===== src/rtl/hazard_scoreboard_if.sv =====
// Bundle of decode-side issue, writeback and ID-operand signals around the hazard scoreboard.
// The master drives the pipeline side. The slave is the scoreboard itself.
interface hazard_scoreboard_if #(
    parameter int LAT_W = 3
);
    logic             flush_all;
    logic             freeze;
    logic             issue_valid;
    logic [4:0]       issue_rd;
    logic             issue_reg_write;
    logic [LAT_W-1:0] issue_lat;
    logic             wb_valid;
    logic [4:0]       wb_rd;
    logic [4:0]       rs1_addr_id;
    logic             rs1_used;
    logic [4:0]       rs2_addr_id;
    logic             rs2_used;
    logic [4:0]       rd_addr_id;
    logic             rd_write_id;
    logic             stall_id;
    logic             rs1_pending;
    logic             rs2_pending;
    logic [31:0]      busy_vec;

    modport master (
        output flush_all, freeze, issue_valid, issue_rd, issue_reg_write, issue_lat,
               wb_valid, wb_rd, rs1_addr_id, rs1_used, rs2_addr_id, rs2_used,
               rd_addr_id, rd_write_id,
        input  stall_id, rs1_pending, rs2_pending, busy_vec
    );

    modport slave (
        input  flush_all, freeze, issue_valid, issue_rd, issue_reg_write, issue_lat,
               wb_valid, wb_rd, rs1_addr_id, rs1_used, rs2_addr_id, rs2_used,
               rd_addr_id, rd_write_id,
        output stall_id, rs1_pending, rs2_pending, busy_vec
    );
endinterface


===== src/rtl/hazard_scoreboard.sv =====
// Tracks in-flight register writes and their forwarding latency.
// From that state it raises stall_id for ID operands the forwarding path cannot supply yet.
module hazard_scoreboard #(
    parameter int LAT_W = 3,
    parameter int OUT_W = 2
) (
    input  logic               clk,
    input  logic               rst,
    hazard_scoreboard_if.slave sb
);
    localparam logic [OUT_W-1:0] MAX_OUT = '1;
    localparam logic [OUT_W-1:0] OUT_ONE = OUT_W'(1);
    localparam logic [LAT_W-1:0] CNT_ONE = LAT_W'(1);

    logic [OUT_W-1:0] out_q [32];
    logic [OUT_W-1:0] out_d [32];
    logic [LAT_W-1:0] cnt_q [32];
    logic [LAT_W-1:0] cnt_d [32];
    logic [31:0]      busy_q;
    logic [31:0]      busy_d;
    logic [31:0]      iss_vec;
    logic [31:0]      wb_vec;
    logic             rd_full;

    assign iss_vec = (sb.issue_valid && sb.issue_reg_write) ? (32'd1 << sb.issue_rd) : 32'd0;
    assign wb_vec  = sb.wb_valid ? (32'd1 << sb.wb_rd) : 32'd0;

    always_comb begin
        for (int r = 0; r < 32; r++) begin
            out_d[r] = out_q[r];
            cnt_d[r] = cnt_q[r];
            if (sb.flush_all || r == 0) begin
                out_d[r] = '0;
                cnt_d[r] = '0;
            end else begin
                if (cnt_q[r] != '0 && !sb.freeze) begin
                    cnt_d[r] = cnt_q[r] - CNT_ONE;
                end
                // The youngest writer sets readiness; a same-cycle wb cancels its increment.
                if (iss_vec[r]) begin
                    cnt_d[r] = sb.issue_lat;
                    if (!(wb_vec[r] && out_q[r] != '0)) begin
                        out_d[r] = out_q[r] + OUT_ONE;
                    end
                end else if (wb_vec[r] && out_q[r] != '0) begin
                    out_d[r] = out_q[r] - OUT_ONE;
                    if (out_q[r] == OUT_ONE) begin
                        cnt_d[r] = '0;
                    end
                end
            end
            busy_d[r] = (out_d[r] != '0);
        end
    end

    always_ff @(posedge clk or posedge rst) begin
        if (rst) begin
            for (int r = 0; r < 32; r++) begin
                out_q[r] <= '0;
                cnt_q[r] <= '0;
            end
            busy_q <= '0;
        end else begin
            for (int r = 0; r < 32; r++) begin
                out_q[r] <= out_d[r];
                cnt_q[r] <= cnt_d[r];
            end
            busy_q <= busy_d;
        end
    end

    assign sb.rs1_pending = sb.rs1_used && (sb.rs1_addr_id != 5'd0) &&
                            (out_q[sb.rs1_addr_id] != '0) && (cnt_q[sb.rs1_addr_id] != '0);
    assign sb.rs2_pending = sb.rs2_used && (sb.rs2_addr_id != 5'd0) &&
                            (out_q[sb.rs2_addr_id] != '0) && (cnt_q[sb.rs2_addr_id] != '0);
    assign rd_full        = sb.rd_write_id && (sb.rd_addr_id != 5'd0) &&
                            (out_q[sb.rd_addr_id] == MAX_OUT);
    assign sb.stall_id    = sb.rs1_pending || sb.rs2_pending || rd_full;
    assign sb.busy_vec    = busy_q;
endmodule


===== src/flat_wrapper.sv =====
// flat-port wrapper written by rule: the top's interface ports become plain ports
module hazard_scoreboard_flat 
#(
    parameter int LAT_W = 3,
    parameter int OUT_W = 2
)
  (clk, rst, sb_flush_all, sb_freeze, sb_issue_valid, sb_issue_rd, sb_issue_reg_write, sb_issue_lat, sb_wb_valid, sb_wb_rd, sb_rs1_addr_id, sb_rs1_used, sb_rs2_addr_id, sb_rs2_used, sb_rd_addr_id, sb_rd_write_id, sb_stall_id, sb_rs1_pending, sb_rs2_pending, sb_busy_vec);
  hazard_scoreboard_if #(.LAT_W(LAT_W)) sb_i ();
  input  logic clk;
  input  logic rst;
  input wire logic [$bits(sb_i.flush_all)-1:0] sb_flush_all;
  input wire logic [$bits(sb_i.freeze)-1:0] sb_freeze;
  input wire logic [$bits(sb_i.issue_valid)-1:0] sb_issue_valid;
  input wire logic [$bits(sb_i.issue_rd)-1:0] sb_issue_rd;
  input wire logic [$bits(sb_i.issue_reg_write)-1:0] sb_issue_reg_write;
  input wire logic [$bits(sb_i.issue_lat)-1:0] sb_issue_lat;
  input wire logic [$bits(sb_i.wb_valid)-1:0] sb_wb_valid;
  input wire logic [$bits(sb_i.wb_rd)-1:0] sb_wb_rd;
  input wire logic [$bits(sb_i.rs1_addr_id)-1:0] sb_rs1_addr_id;
  input wire logic [$bits(sb_i.rs1_used)-1:0] sb_rs1_used;
  input wire logic [$bits(sb_i.rs2_addr_id)-1:0] sb_rs2_addr_id;
  input wire logic [$bits(sb_i.rs2_used)-1:0] sb_rs2_used;
  input wire logic [$bits(sb_i.rd_addr_id)-1:0] sb_rd_addr_id;
  input wire logic [$bits(sb_i.rd_write_id)-1:0] sb_rd_write_id;
  output wire logic [$bits(sb_i.stall_id)-1:0] sb_stall_id;
  output wire logic [$bits(sb_i.rs1_pending)-1:0] sb_rs1_pending;
  output wire logic [$bits(sb_i.rs2_pending)-1:0] sb_rs2_pending;
  output wire logic [$bits(sb_i.busy_vec)-1:0] sb_busy_vec;
  assign sb_i.flush_all = sb_flush_all;
  assign sb_i.freeze = sb_freeze;
  assign sb_i.issue_valid = sb_issue_valid;
  assign sb_i.issue_rd = sb_issue_rd;
  assign sb_i.issue_reg_write = sb_issue_reg_write;
  assign sb_i.issue_lat = sb_issue_lat;
  assign sb_i.wb_valid = sb_wb_valid;
  assign sb_i.wb_rd = sb_wb_rd;
  assign sb_i.rs1_addr_id = sb_rs1_addr_id;
  assign sb_i.rs1_used = sb_rs1_used;
  assign sb_i.rs2_addr_id = sb_rs2_addr_id;
  assign sb_i.rs2_used = sb_rs2_used;
  assign sb_i.rd_addr_id = sb_rd_addr_id;
  assign sb_i.rd_write_id = sb_rd_write_id;
  assign sb_stall_id = sb_i.stall_id;
  assign sb_rs1_pending = sb_i.rs1_pending;
  assign sb_rs2_pending = sb_i.rs2_pending;
  assign sb_busy_vec = sb_i.busy_vec;
  hazard_scoreboard #(.LAT_W(LAT_W), .OUT_W(OUT_W)) u_core (.clk(clk), .rst(rst), .sb(sb_i));
endmodule

===== config.mk =====
export PLATFORM = sky130hd
export DESIGN_NAME = hazard_scoreboard_flat
export DESIGN_NICKNAME = d
export VERILOG_FILES = /design/src/rtl/hazard_scoreboard_if.sv /design/src/rtl/hazard_scoreboard.sv /design/src/flat_wrapper.sv
export SDC_FILE = /design/constraint.sdc
export NUM_CORES = 1
export LEC_CHECK = 0
export ABC_AREA = 1
export BUFFER_PORTS_ARGS = -buffer_cell sky130_fd_sc_hd__buf_2
export CORE_AREA = 2 2 151 167
export DETAILED_ROUTE_END_ITERATION = 10
export DIE_AREA = 0 0 153 169
export GPL_TIMING_DRIVEN = 0
export PLACE_DENSITY = 0.83
export SYNTH_ARGS = -nofsm -noshare
export SYNTH_HDL_FRONTEND = slang
export SYNTH_SLANG_ARGS = --single-unit
export TNS_END_PERCENT = 100

===== constraint.sdc =====
create_clock -name clk -period 9.8 [get_ports clk]
set_input_delay 1.96 -clock clk [delete_from_list [all_inputs] [get_ports clk]]
set_output_delay 1.96 -clock clk [all_outputs]
set_load 0.01 [all_outputs]

==> flow_summary_export.csv, run 1 <==
group,metric,value,unit
global_routing,grt_max_degree,125,
flow_run,maxCapViolCount,0,
final_layout,fin_cells,2390,
worst_setup_path,slowest_delay,0.68,ns
global_routing,gr-usage-all-layers,37.10,%
global_routing,grt_pass1_wl,72690,um
pwr,vdd_drop_max,0.0001370,V
yosys,synth.area.mux_share,0.07878,%
yosys,synth.distinct_cells,39,
cts,clockBufferDepth,2,
yosys,synth_area,14290,um2
global_routing,top_usage_layer,"met2",
min_path,hold_class,"register to register",
yosys,yosysMostFrequentCell,"nand2_1",
die,num_io_pins,73,
sta,worst_slew_pin_slew,0.9906,ns
yosys,synth_top_cell_area_share,32.56,%
final_layout,nFillCells,2140,
route,avgViaCountPerCell,5.832,
yosys,synthFlopType,"dfrtp_1",
pwr,switching_share,41.98,%
global_routing,grtUsageMet3,8.065,%
global_routing,antenna_found_initial,1,
yosys,synth_area_per_cell,7.204,um2
yosys,async_reset_ff_share,100.0,%
yosys,yosys_warnings,0,
global_routing,grtUsageMet2,58.37,%
route,antenna_left,0,
sta,finalClockSkew,0.01072,ns
route,dr.first_iter.drc_count,1523,
sta,fin_ws,3.343,ns
cts,postCtsSetupBuffers,0,
sta,final.period_utilization,65.89,%
yosys,synthAdderAreaFrac,10.85,%
cts,clkSlewWorstSetupHoldPaths,0.07,ns
final_layout,syn_to_final_growth,9.165,%
global_routing,overflow,0,
yosys,netlist_top_cells_area,"dfrtp_1, ha_1, nand2_1",
yosys,synth_edf_count,0,
yosys,synth_top_family_by_area,"simple AND/OR/NAND/NOR gates",
worst_setup_path,worst_ep_arrival_time,4.50,ns
cts,cts-htree-levels,4,
placed_design,hpwl,36220,um
yosys,syn-num-nets,2146,
pwr,intPower,0.001829,W
global_routing,met1_usage,47.87,%
sta,setup_tns,0,ns
cts,cts_resized,0,
worst_setup_path,worst-path-buf-inv,4,
route,wl,48130,um
final_layout,diodes,0,
worst_setup_path,cpMostUsedCell,"nand2_1",
placed_design,dpl.cell_count,2358,
cts,tritoncts,"built",
yosys,synth_common_cells,"nand2_1, inv_1, nor2_1",
final_layout,finalInstanceArea,15600,um2
worst_setup_path,crit_slowest_cell,"nor2_1",
cts,cts-root-buf,"clkbuf_16",
yosys,synth_compound_area_share,14.83,%
worst_setup_path,cp_max_fo,10,
route,drt_first_pass_iters,7,
placed_design,finalWeightedCongestion,1.024,
pwr,cellPowerDensity,202.1,nW/um2
pwr,clkPwrFrac,22.3,%
die,die-area,25860,um2
worst_setup_path,worstPathCellList,"buf_2 > inv_1 > nor2_1 > buf_2 > nand3_1 > nand4_1 > nand2_1 > nand3_1 > nand2_1 > nand2_1 > nand2_1 > nand2_1 > nand3_1 > buf_2",
final_layout,ff_latch_area,4654,um2
pwr,p_switching,0.001324,W
yosys,synth-seq-area-share,32.56,%
worst_setup_path,worstSetupPathType,"primary input to primary output",
die,die-height,169,um
worst_setup_path,critical_path.startpoint_type,"primary input",
route,drc,0,
worst_setup_path,cp-end-kind,"primary output",
die,core_area,24250,um2
sta,post-route-min-period,6.457,ns
route,num_vias,13940,
yosys,synthCells,1984,
sta,slew_headroom,33.96,%
final_layout,drive_gt1_share,7.885,%
yosys,synth_top_area_cell,"dfrtp_1",
worst_setup_path,required,7.84,ns
pwr,power_frac_comb,44.9,%
cts,clock-sinks,186,
die,chipWidth,153,um
cts,cts_buffers,17,
yosys,yosys.area_share.simple,25.35,%
worst_setup_path,path_delay_family,"simple AND/OR/NAND/NOR gates",
sta,finalSetupViolCount,0,
sta,rsz0062_at_grt,"no",
cts,clock_latency,0.45,ns
pwr,p_leak,7.674,nW
global_routing,grt_pass1_vias,13170,
final_layout,multi_input_area,8238,um2
pwr,pwr-share-seq,32.9,%
die,initial_core_util,58.95,%
final_layout,nets,2229,
yosys,ys_ff_latch,186,
sta,fmax,154.9,MHz
worst_setup_path,regToRegSetupSlack,7.83,ns
die,rows,60,
outcome,status,"complete, no violations",
cts,hold_buffers,0,
pwr,power,0.003153,W
sta,hold_viol,0,
placed_design,io_buffers,63,
placed_design,dp_slack,3.546,ns
placed_design,place_area,15030,um2
sta,slew_violations,0,
yosys,synth-xor-area-share,6.495,%
route,wl_per_cell,20.14,um
[state kept, by name, indices dropped and copies added (netlist names)]
signal	flops
u_core.sb.busy_vec	31
u_core.out_q	62
u_core.cnt_q	93
[power by group through the flow]
stage	registers (W)	clock network, W	logic (W)
after CTS	0.00103	0.000702	0.00139
final	0.00104	0.000702	0.00141
after floorplan	0.00103	0	0.00107
after detailed placement	0.00105	0	0.00137
after global routing	0.00106	0.000725	0.00161
after global placement	0.00104	0	0.00131
[path summary, 6_finish.rpt]
path	start	endpoint	cells past startpoint
worst max-delay path	sb_rs2_addr_id[0]	sb_stall_id	14
worst min register to register	u_core.out_q[41]	u_core.out_q[41]	2
worst min-delay path	u_core.out_q[41]	u_core.out_q[41]	2
worst max register to register	u_core.out_q[16]	u_core.sb.busy_vec[23]	7
max in group asynchronous	rst	u_core.cnt_q[78]	3
min in group asynchronous	rst	u_core.out_q[4]	2
[cell families after synthesis]
kind of cell             Yosys count
AO/OA/AOI/OAI                    374
XOR/XNOR                         106
adder cells (fa/ha/maj)          124
buffers and inverters            364
flip-flops                       186
multiplexers                       1
other                              1
AND/OR/NAND/NOR                  828
[layout by cell type (no fill, tap or decap), types with 3 or more instances in the layout]
cell type / count
dfrtp_1: 186
nand2_1: 385
o21ai_1: 8
xor2_1: 106
buf_2: 79
clkbuf_1: 37
ha_1: 124
a31oi_1: 3
clkbuf_16: 17
nor3_4: 4
a211oi_1: 92
inv_1: 291
nor2_2: 12
nand3b_1: 5
inv_8: 5
nor3_1: 15
o21ai_0: 79
nand4_1: 17
nand3_2: 3
clkinv_1: 6
nor2_4: 6
nand3_1: 160
nor2_1: 205
or2_2: 3
inv_6: 6
inv_2: 10
a21oi_1: 187
nor3_2: 5
[worst reg2reg max path, stage by stage (launching register included)]
cell	delay [ns]
dfrtp_1	0.41
inv_1	0.09
ha_1	0.20
nor3_1	0.34
o21ai_0	0.23
nand2_1	0.15
xor2_1	0.23
a21oi_1	0.16
[per-stage QoR]
stage                     hold WS, ns  utilization, %
after floorplan                0.5326               -
after global placement         0.5558           61.85
after detailed placement       0.5576           61.99
after CTS                      0.5687           64.35
after global routing           0.5992           64.35
final                          0.5758           64.35
[cell type report]
type / instances / area share [%]
inverter: 308 / 7.457
clock inverter: 13 / 0.7618
buffer: 56 / 1.572
sequential: 186 / 29.83
multi-input combinational: 1434 / 52.79
tap: 310 / 2.486
clock buffer: 19 / 2.903
timing repair buffer: 64 / 2.197
[per-layer routing]
| metal | vias to the layer above | routed length [um] |
|---|---|---|
| li1 | 6596 | - |
| met1 | 6430 | 19200 |
| met2 | 738 | 21040 |
| met3 | 174 | 4865 |
| met4 | 0 | 3028 |
| met5 | - | 0 |
Power figures use the tool's default switching activity.
==> run 2: changes to the inputs <==
- CORE_AREA: 2 2 151 167 -> 2 2 154 172
- DIE_AREA: 0 0 153 169 -> 0 0 156 174
- clock period: 9.8 -> 5.6 ns (I/O delays scaled with it)
==> run 2 against run 1 <==
Effect of this change:
- clock skew up 0.0029 ns
- utilization down 2.7 points
- final cell count rose by 0.46%
- worst setup slack got worse by 2.2 ns
- register-to-register slack got worse by 4.1 ns
- power increased by 80%
- sequential share of layout area decreased by 0.27 points
- highest routed layer unchanged
- flip-flop and latch count stayed put
- largest power group unchanged
- routed wire length shrank 0.36%
==> flow_summary_export.csv, run 2 (synthesis results as in run 1) <==
group,metric,value,unit
outcome,status,"complete, no violations",
worst_setup_path,worstReg2RegEnd,"u_core.sb.busy_vec[1]",
sta,worst_slew_pin_slew,0.9230,ns
min_path,hold_start,"u_core.out_q[19]",
worst_setup_path,reg2reg_from,"u_core.out_q[60]",
worst_setup_path,reg2reg_depth,9,
worst_setup_path,worstSetupPathType,"primary input to primary output",
route,drc,0,
placed_design,hpwl,35620,um
global_routing,grt_max_degree,43,
cts,tritoncts,"built",
global_routing,antenna_found_initial,2,
final_layout,layout_commonest_cell,"nand2_1",
worst_setup_path,slowest_delay,0.56,ns
route,dr.first_iter.drc_count,1565,
final_layout,final_cell_mix,"nand2_1, inv_1, nor2_1, a21oi_1, dfrtp_1",
route,antenna_left,0,
worst_setup_path,crit_slowest_cell,"nor2_1",
global_routing,overflow,0,
worst_setup_path,regToRegSetupSlack,3.72,ns
min_path,hold_end,"u_core.out_q[19]",
route,avgViaCountPerCell,5.974,
placed_design,io_buffers,63,
worst_setup_path,critical_path.startpoint_type,"primary input",
cts,cts-root-buf,"clkbuf_16",
sta,rsz0062_at_grt,"no",
cts,clkSlewWorstSetupHoldPaths,0.07,ns
die,initial_core_util,56.01,%
cts,cts_buffers,17,
worst_setup_path,cp_max_fo,10,
final_layout,syn_to_final_growth,10.15,%
die,die-area,27140,um2
sta,final.period_utilization,80.10,%
flow_run,maxCapViolCount,0,
placed_design,finalWeightedCongestion,1.046,
final_layout,top_register,"u_core.cnt_q",
cts,clockBufferDepth,2,
die,chipWidth,156,um
pwr,p_leak,7.718,nW
worst_setup_path,worst_ep_arrival_time,3.37,ns
worst_setup_path,required,4.48,ns
cts,clock_latency,0.46,ns
final_layout,nets,2232,
final_layout,largest_reg_flops,93,
min_path,min_path_cells,2,
global_routing,grt_pass1_wl,72220,um
sta,slew_violations,0,
final_layout,nFillCells,2182,
cts,clock-sinks,186,
worst_setup_path,worst-path-buf-inv,4,
global_routing,grt_pass1_vias,13400,
sta,holdWs,0.5907,ns
sta,setup_tns,0,ns
pwr,cellPowerDensity,361.2,nW/um2
die,rows,62,
worst_setup_path,cp-end-kind,"primary output",
die,core_area,25520,um2
global_routing,gr-usage-all-layers,35.40,%
die,die-height,174,um
min_path,hold_class,"register to register",
die,num_io_pins,73,
sta,hold_viol,0,
sta,fmax,222.9,MHz
route,drt_first_pass_iters,6,
cts,hold_buffers,0,
sta,finalSetupViolCount,0,
route,wl_per_cell,19.97,um
cts,cts_resized,0,
route,wl,47960,um
sta,finalClockSkew,0.01363,ns
route,num_vias,14340,
cts,postCtsSetupBuffers,0,
sta,slew_headroom,38.46,%
pwr,vdd_drop_max,0.0002677,V
sta,post-route-min-period,4.486,ns
worst_setup_path,cpMostUsedCell,"nand2_1",
cts,cts-htree-levels,4,
worst_setup_path,worstPathCellList,"buf_2 > inv_1 > nor2_1 > buf_2 > nand3_1 > nand4_1 > nand2_1 > nand3_1 > nand2_1 > nand2_1 > nand2_1 > nand2_1 > nand3_1 > buf_2",
worst_setup_path,path_delay_family,"simple AND/OR/NAND/NOR gates",
final_layout,drive_gt1_share,7.885,%
## run 2: worst max path at each step
stage	endpoint	start	cells past startpoint	slack (ns)
6_report	sb_stall_id	sb_rs2_addr_id[0]	14	1.11
5_1_grt	sb_stall_id	sb_rs2_addr_id[0]	15	1.05
4_1_cts	sb_stall_id	sb_rs1_addr_id[1]	13	1.26
3_5_place_dp	sb_stall_id	sb_rs1_addr_id[1]	13	1.26
3_3_place_gp	u_core.out_q[24]	rst	2	0.90
2_1_floorplan	u_core.cnt_q[0]	rst	1	2.09
## run 2: power breakdown
group	switching (W)	internal [W]	total [W]
registers	0.000179	0.00164	0.00182
clock network	0.000557	0.000830	0.00139
logic	0.00152	0.000951	0.00248
total	0.00226	0.00343	0.00569
## run 2: metrics by stage
stage / instance area [um2] / power, W / cells / util, % / setup slack [ns]
floorplan: 14300 / 0.003676 / 1984 / - / 2.087
global placement: 15010 / 0.004104 / 2367 / 58.82 / 0.8976
detailed placement: 15090 / 0.004226 / 2371 / 59.14 / 1.264
CTS: 15740 / 0.005618 / 2400 / 61.68 / 1.261
global route: 15740 / 0.006076 / 2400 / 61.68 / 1.047
finish: 15750 / 0.005687 / 2401 / 61.69 / 1.114
## run 2: final cells by class
type / count / area, um2 / share of cell area (%)
Clock buffer: 17 / 425.4 / 2.702
Tap cell: 320 / 400.4 / 2.543
Antenna cell: 1 / 2.502 / 0.01589
Clock inverter: 12 / 224.0 / 1.422
Sequential cell: 186 / 4654 / 29.56
Timing Repair Buffer: 67 / 395.4 / 2.511
Multi-Input combinational cell: 1434 / 8238 / 52.32
Buffer: 56 / 245.2 / 1.558
Inverter: 308 / 1160 / 7.366
## run 2: worst min-delay path, stage by stage, from the launching register on
cell and delay, ns:
dfrtp_1 0.40, nand2_1 0.07, a21oi_1 0.07
## run 2: per-layer routing
metal / vias up / wire [um] / track usage, %
li1: 6585 / - / -
met1: 6599 / 18300 / 44.80
met2: 930 / 20750 / 53.34
met3: 230 / 5394 / 8.701
met4: 0 / 3513 / 24.16
met5: - / 0 / 0
